**src/rtl/regbank_scan_pkg.sv**
```systemverilog
// Shared definitions for the register-bank scan front end: bank geometry
// defaults and the scan FSM state encoding.
package regbank_scan_pkg;

    localparam int NREG_DEF = 32;
    localparam int DW_DEF   = 32;
    localparam int AW_DEF   = 5;

    typedef enum logic [2:0] {
        IDLE     = 3'd0,
        DUMP_RD  = 3'd1,
        DUMP_TX0 = 3'd2,
        DUMP_TX1 = 3'd3,
        LOAD     = 3'd4
    } state_e;

endpackage

```
**src/rtl/regbank_scan.sv**
```systemverilog
// Dump/load front end for the register bank: streams all registers out two per
// bank read, or writes an incoming word stream into registers 0..NREG-1.
module regbank_scan
    import regbank_scan_pkg::*;
#(
    parameter int NREG = NREG_DEF,
    parameter int DW   = DW_DEF,
    parameter int AW   = AW_DEF
) (
    input  logic          clk,
    input  logic          reset,
    input  logic          dump_start,
    input  logic          load_start,
    output logic          busy,
    output logic          done,
    output logic [AW-1:0] sr1,
    output logic [AW-1:0] sr2,
    input  logic [DW-1:0] rdData1,
    input  logic [DW-1:0] rdData2,
    output logic [AW-1:0] dr,
    output logic [DW-1:0] wrData,
    output logic          write,
    output logic          m_valid,
    input  logic          m_ready,
    output logic [DW-1:0] m_data,
    output logic          m_last,
    input  logic          s_valid,
    output logic          s_ready,
    input  logic [DW-1:0] s_data
);

    state_e        state_q, state_d;
    logic [AW-1:0] ptr_q, ptr_d;
    logic [DW-1:0] buf0_q, buf0_d;
    logic [DW-1:0] buf1_q, buf1_d;
    logic          done_q, done_d;

    logic          pair_last;
    logic          load_last;

    assign pair_last = (ptr_q == AW'(NREG - 2));
    assign load_last = (ptr_q == AW'(NREG - 1));

    always_comb begin
        // NOTE: every signal gets a default before the case so no path leaves it unassigned (no latch).
        state_d = state_q;
        ptr_d   = ptr_q;
        buf0_d  = buf0_q;
        buf1_d  = buf1_q;
        done_d  = 1'b0;
        case (state_q)
            IDLE: begin
                // Load has priority; a simultaneous dump request is dropped.
                if (load_start) begin
                    state_d = LOAD;
                    ptr_d   = '0;
                end else if (dump_start) begin
                    state_d = DUMP_RD;
                    ptr_d   = '0;
                end
            end
            DUMP_RD: begin
                buf0_d  = rdData1;
                buf1_d  = rdData2;
                state_d = DUMP_TX0;
            end
            DUMP_TX0: begin
                if (m_ready) state_d = DUMP_TX1;
            end
            DUMP_TX1: begin
                if (m_ready) begin
                    if (pair_last) begin
                        state_d = IDLE;
                        done_d  = 1'b1;
                    end else begin
                        ptr_d   = ptr_q + AW'(2);
                        state_d = DUMP_RD;
                    end
                end
            end
            LOAD: begin
                if (s_valid) begin
                    if (load_last) begin
                        state_d = IDLE;
                        done_d  = 1'b1;
                    end else begin
                        ptr_d = ptr_q + AW'(1);
                    end
                end
            end
            default: state_d = IDLE;
        endcase
    end

    always_ff @(posedge clk) begin
        // NOTE: sequential state uses non-blocking assignments so all registers update from pre-edge values.
        if (reset) begin
            state_q <= IDLE;
            ptr_q   <= '0;
            buf0_q  <= '0;
            buf1_q  <= '0;
            done_q  <= 1'b0;
        end else begin
            state_q <= state_d;
            ptr_q   <= ptr_d;
            buf0_q  <= buf0_d;
            buf1_q  <= buf1_d;
            done_q  <= done_d;
        end
    end

    // Output decode; the load path is a zero-latency pass-through to the bank.
    assign busy    = (state_q != IDLE);
    assign done    = done_q;
    assign sr1     = (state_q == DUMP_RD) ? ptr_q : '0;
    assign sr2     = (state_q == DUMP_RD) ? (ptr_q + AW'(1)) : '0;
    assign m_valid = (state_q == DUMP_TX0) || (state_q == DUMP_TX1);
    assign m_data  = (state_q == DUMP_TX0) ? buf0_q :
                     (state_q == DUMP_TX1) ? buf1_q : '0;
    assign m_last  = (state_q == DUMP_TX1) && pair_last;
    assign s_ready = (state_q == LOAD);
    assign write   = (state_q == LOAD) && s_valid && !reset;
    assign dr      = (state_q == LOAD) ? ptr_q : '0;
    assign wrData  = (state_q == LOAD) ? s_data : '0;

endmodule

```
**config.mk**
```make
export PLATFORM = sky130hd
export DESIGN_NAME = regbank_scan
export DESIGN_NICKNAME = d
export VERILOG_FILES = /design/src/rtl/regbank_scan_pkg.sv /design/src/rtl/regbank_scan.sv
export SDC_FILE = /design/constraint.sdc
export NUM_CORES = 1
export LEC_CHECK = 0
export CAP_MARGIN = 20
export CORE_MARGIN = 2
export CORE_UTILIZATION = 41
export CTS_BUF_LIST = sky130_fd_sc_hd__clkbuf_2 sky130_fd_sc_hd__clkbuf_4 sky130_fd_sc_hd__clkbuf_8
export CTS_CLUSTER_SIZE = 30
export DETAILED_ROUTE_END_ITERATION = 12
export PLACE_DENSITY = 0.82
export SYNTH_ARGS = -nofsm -noshare
export SYNTH_HDL_FRONTEND = slang
export SYNTH_SLANG_ARGS = --single-unit
export TNS_END_PERCENT = 100
```
**constraint.sdc**
```tcl
create_clock -name clk -period 2.8 [get_ports clk]
set_clock_uncertainty 0.15 [all_clocks]
set_input_delay 0.84 -clock clk [delete_from_list [all_inputs] [get_ports clk]]
set_output_delay 0.84 -clock clk [all_outputs]
set_load 0.01 [all_outputs]
```
# Word level (Yosys, flattened, before mapping)
# Cells that the tools add are included.
word_totals:
  reg_bits: 73
  word_cells: 56
  input_bits: 102
  out_inout_bits: 85
op_classes:
  n_reduce_logical: 10
  muxes: 26
  add_sub_neg: 2
  n_eq_ne: 13
ops:
  columns: ["cell", "n"]
  rows:
  - ["32-bit 2-to-1 mux", 3]
  - ["5-bit 2-to-1 mux", 9]
  - ["3-bit 2-to-1 mux", 6]
  - ["3-bit case mux with 5 select lines", 1]
  - ["5-bit case mux with 3 select lines", 1]
  - ["5-bit == test, second input constant", 2]
  - ["2-bit inequality test, second input constant", 5]
  - ["3-bit by 2-bit == test with 1-bit output, second input constant", 2]
  - ["6-bit AND reduction", 1]
  - ["3-bit nonzero test", 2]
  - ["5-bit by 1-bit adder with 5-bit output, second input constant", 1]
  - ["5-bit by 2-bit adder with 5-bit output, second input constant", 1]
  - ["1-bit 2-to-1 mux", 5]
  - ["5-bit AND reduction", 1]
  - ["3-bit by 1-bit == test with 1-bit output, second input constant", 1]
  - ["3-bit == test, second input constant", 1]
  - ["1-bit logical AND", 3]
  - ["3-bit zero test", 1]
  - ["3-bit inequality test, second input constant", 1]
  - ["2-bit by 1-bit inequality test with 1-bit output, second input constant", 1]
  - ["1-bit case mux with 2 select lines", 1]
  - ["1-bit zero test", 1]
  - ["1-bit logical OR", 1]

# Depth between registers and ports, before layout
depth:
  word_depth: 4
  mapped_depth: 7
  depth_no_buf: 7

# Worst setup path after synthesis
# OpenSTA, ideal clock, no wires.
synth_timing:
  kind: "register to output"
  start: "register state_q[1]"
  end: "output port wrData[12]"
  required_time_ns: 1.810
  setup_slack_ns: 0.428
  path_buffers: 4
  stages_incl_launch_ff: 8
  t_arrival_ns: 1.382
  cell_sequence: "dfxtp_1 > buf_6 > or3b_1 > buf_6 > inv_4 > buf_6 > clkbuf_2 > and2_1"
synth_via:
  elab_chain_cells: 2
synth_lines:
  columns: ["item", "line", "source"]
  rows:
  - ["start: declaration", "regbank_scan.sv:32", "state_e state_q, state_d;"]
  - ["start signal: assignment", "regbank_scan.sv:104", "state_q <= state_d;"]
  - ["3-bit == test", "regbank_scan.sv:124", "assign wrData = (state_q == LOAD) ? s_data : '0;"]
  - ["32-bit 2-to-1 mux", "regbank_scan.sv:124", null]
  - ["end: declaration", "regbank_scan.sv:21", "output logic [DW-1:0] wrData,"]
# Every way passes these cells.

# Final worst setup path
layout_timing:
  start: "register state_q[0]"
  end: "output port m_data[7]"
layout_via:
  elab_chain_cells: 3
  elab_cells_between_ends: 4
  cone_classes: "eq/ne (2); mux (2)"
layout_lines:
  columns: ["item", "line", "source"]
  rows:
  - ["3-bit by 2-bit == test with 1-bit output", "regbank_scan.sv:119", "(state_q == DUMP_TX1) ? buf1_q : '0;"]
  - ["32-bit 2-to-1 mux", "regbank_scan.sv:119", null]
  - ["32-bit 2-to-1 mux (*)", "regbank_scan.sv:118", "assign m_data = (state_q == DUMP_TX0) ? buf0_q :"]
  - ["end: declaration", "regbank_scan.sv:25", "output logic [DW-1:0] m_data,"]
# Every way passes the cells marked *; elsewhere a longest branch is shown, timed or not.

==> run summary <==
Cell taking the most area after synthesis - dfxtp_1
Cells along the critical path - bufbuf_16 > mux2i_1 > nor2_1 > clkdlybuf4s50_1
Antenna violations before repair - 0
Top cells by area, synth - dfxtp_1, nand2_1, a21oi_1, mux2i_1, and2_1
Adder-Cell Fraction of Synth Area - 1.37%
Post-synth ARST share - 0%
Critical path depth - 4
Area share of the largest cell type after synthesis - 40.0%
DRC Markers - 0
DP HPWL - 7.94 mm
Crit path DAT - 1.79 ns
Syn. warnings - 0
Pre-antenna DRT Iters - 4
WP data required - 1.81 ns
Relative slew slack - 47.7%
CTS tree - built
Post-DR vias/cell - 5.04
DR WL/cell - 14.4 um
Final min period - 2.78 ns
Global-route wire length before repair - 18.4 mm
Nets - 785
Clock sink count - 73
Sequential area share after synthesis - 40.0%
Post-Syn Area per Cell - 7.49 sq um
Antenna Cells - 0
Site row count - 34
First-iteration detailed-routing DRC count - 97
CTS Buf Count - 9
Fillers - 765
Pwr Density - 750 mW/mm^2
Final Max Tran Viols - 0
Lkg Pwr - 0.00248 uW
Hold Path Class - flop to flop
RePlAce Congestion - 0.909
Number of I/O port buffers - 186
Bufs and invs on worst path - 2
Die height - 98.4 um
Starting Density - 42.1%
Share of layout cells above drive strength 1 - 11.5%
Top Family by Delay on Critical Path - buffers and inverters
Antenna-violating nets left - 0
Core Box Area - 0.00868 sq mm
Worst R2R Setup Slack - 0.52 ns
R2r startpoint - ptr_q[1]$_SDFFE_PP0P_
Crit path kind - flop to primary output
Clk Latency, worst-skew pair - 0.34 ns
TNS Setup - 0 ns
CTS Hold Bufs - 0
Setup Viol. Count Final - 0
Synthesized instance count - 488
Hold Vio Cnt, Final - 0
Peak supply drop - 0.000419 V
GRT overflow - 0
Simple logic cell fraction of the synthesized area - 29.3%
Clock transition at path regs - 0.09 ns
Gr usage total - 23.0%
Crit path from - state_q[0]$_SDFFE_PP0P_
Seq cells post-synth - 73
Mux share of post-synthesis cell area - 8.77%
Max Cap Violations - 0
Main combinational cell family by area after synthesis - simple AND/OR/NAND/NOR gates
Clock tree buffer depth - 2
Die X - 98.4 um
CTS H-tree depth - 3
Max incr delay on CP - 0.47 ns
Pin count of the biggest net entering global routing - 74
Vias - 3,988
Number of global-route vias before repair - 3,861
Max frequency - 0.359 GHz
R2R Path End - ptr_q[2]$_SDFFE_PP0P_
RSZ-0062 raised after global routing - true
Status - finished, final reports clean
Setup crit start kind - flop
Die area - 0.00968 sq mm
Critical Path End - m_data[7]
Worst Tran Pin Value - 0.784 ns
XOR/XNOR Fraction of Synth Area - 0.719%
Critical Path End Type - primary output
Drt total wl - 11.4 mm
Distinct cells, synth - 45
P&R area growth vs syn - 60.4%
Compound-Gate Fraction of Synth Area - 13.9%
Crit-path max FO - 21
Critical Path Slowest Stage Cell - clkdlybuf4s50_1
Number of synthesized flops with an enable pin - 0
IO Pins - 187
Tot Pwr - 4400 uW
R2R depth - 7
Post-synth top flop - dfxtp_1
CTS root buffer - clkbuf_8
Post-synthesis cell area - 0.00365 sq mm
Crit share post-route - 99.4%
Total nets after synthesis - 594
[per-stage QoR]
stage	area, sq um	cells	hold slack, ns	worst slack [ns]	utilization [%]
finish	5860	792	0.306	0.0175	67.5
global route	5860	792	0.321	-0.0663	67.5
floorplan	3650	488	0.286	0.428	-
CTS	5820	787	0.307	-0.0525	67.1
global placement	5650	763	0.291	-0.271	65.1
detailed placement	5650	763	0.296	-0.283	65.1
[kinds of logic after synthesis]
| family | Yosys count |
|---|---|
| fa+ha+maj | 4 |
| xor+xnor | 3 |
| compound gates | 88 |
| flops | 73 |
| simple gates | 242 |
| buf+inv | 46 |
| mux | 32 |
[where the power goes]
part / leakage (uW) / internal (uW) / switching [uW]
clock: 0.0000855 / 353 / 416
sequential: 0.000597 / 1280 / 137
combinational: 0.00179 / 1020 / 1180
total: 0.00248 / 2660 / 1740
[worst reg2reg max path: stages (launching register included)]
cell and delay (ns):
dfxtp_4 0.37, ha_1 0.19, and3_1 0.21, ha_4 0.17, or4b_4 0.50, o211ai_2 0.15, o211ai_1 0.15, a32o_1 0.29
[what timing repair did]
item	in CTS	in global routing
pin swaps	2	2
gates resized for setup	117	28
setup endpoints to repair	83	20
gates cloned	2	0
setup buffers	6	5
[per-layer routing]
metal  vias to the layer above  GRT usage, %  share of wire (%)
li1                       1984             -                  -
met1                      1819          27.0                 41
met2                       169          41.1                 49
met3                        16          6.87                8.0
met4                         0          5.48                1.4
met5                         -             0                  0
[layout by cell type, fill, tap and decap left out, types with 4 or more instances in the layout]
cell and instances:
buf_4 26, inv_1 6, clkbuf_8 10, buf_2 10
clkdlybuf4s50_1 103, nor2_1 50, nand2_1 135, a21oi_1 69
dfxtp_1 69, mux2i_1 32, clkbuf_2 6, and2_1 38
dlygate4sd2_1 54, clkinvlp_4 4, clkdlybuf4s15_1 12
[flip-flops by register name (all words and copies together) (netlist names)]
register / cells
ptr_q: 5
state_q: 3
buf1_q: 32
buf0_q: 32
done: 1
[synth_stat cells (3+ instances only)]
library cell / number
nand2_1: 135
mux2i_1: 32
a21oi_1: 69
dfxtp_1: 73
buf_4: 3
buf_2: 7
inv_1: 7
clkbuf_1: 24
ha_1: 4
xnor2_1: 3
buf_6: 3
nor3_1: 3
nor2_1: 50
and2_1: 38
[area by class of cell]
class	count	area [sq um]	share of cell area, %
clock buffer	10	138	2.35
clock inverter	6	48.8	0.832
inverter	8	32.5	0.555
multi-input combinational	369	2010	34.3
sequential	73	1470	25.1
tap	108	135	2.31
timing repair buffer	217	2020	34.4
timing repair inverter	1	7.51	0.128
[worst min-delay path by stage]
stage	from	end	slack, ns	cells after the start
CTS	buf0_q[25]$_SDFFE_PP0P_	buf0_q[25]$_SDFFE_PP0P_	0.31	2
global placement	buf0_q[0]$_SDFFE_PP0P_	buf0_q[0]$_SDFFE_PP0P_	0.29	2
finish	buf0_q[20]$_SDFFE_PP0P_	buf0_q[20]$_SDFFE_PP0P_	0.31	2
floorplan	buf0_q[0]$_SDFFE_PP0P_	buf0_q[0]$_SDFFE_PP0P_	0.29	2
global route	buf0_q[3]$_SDFFE_PP0P_	buf0_q[3]$_SDFFE_PP0P_	0.32	2
detailed placement	buf0_q[20]$_SDFFE_PP0P_	buf0_q[20]$_SDFFE_PP0P_	0.30	2
(Power assumes the default switching activity.)
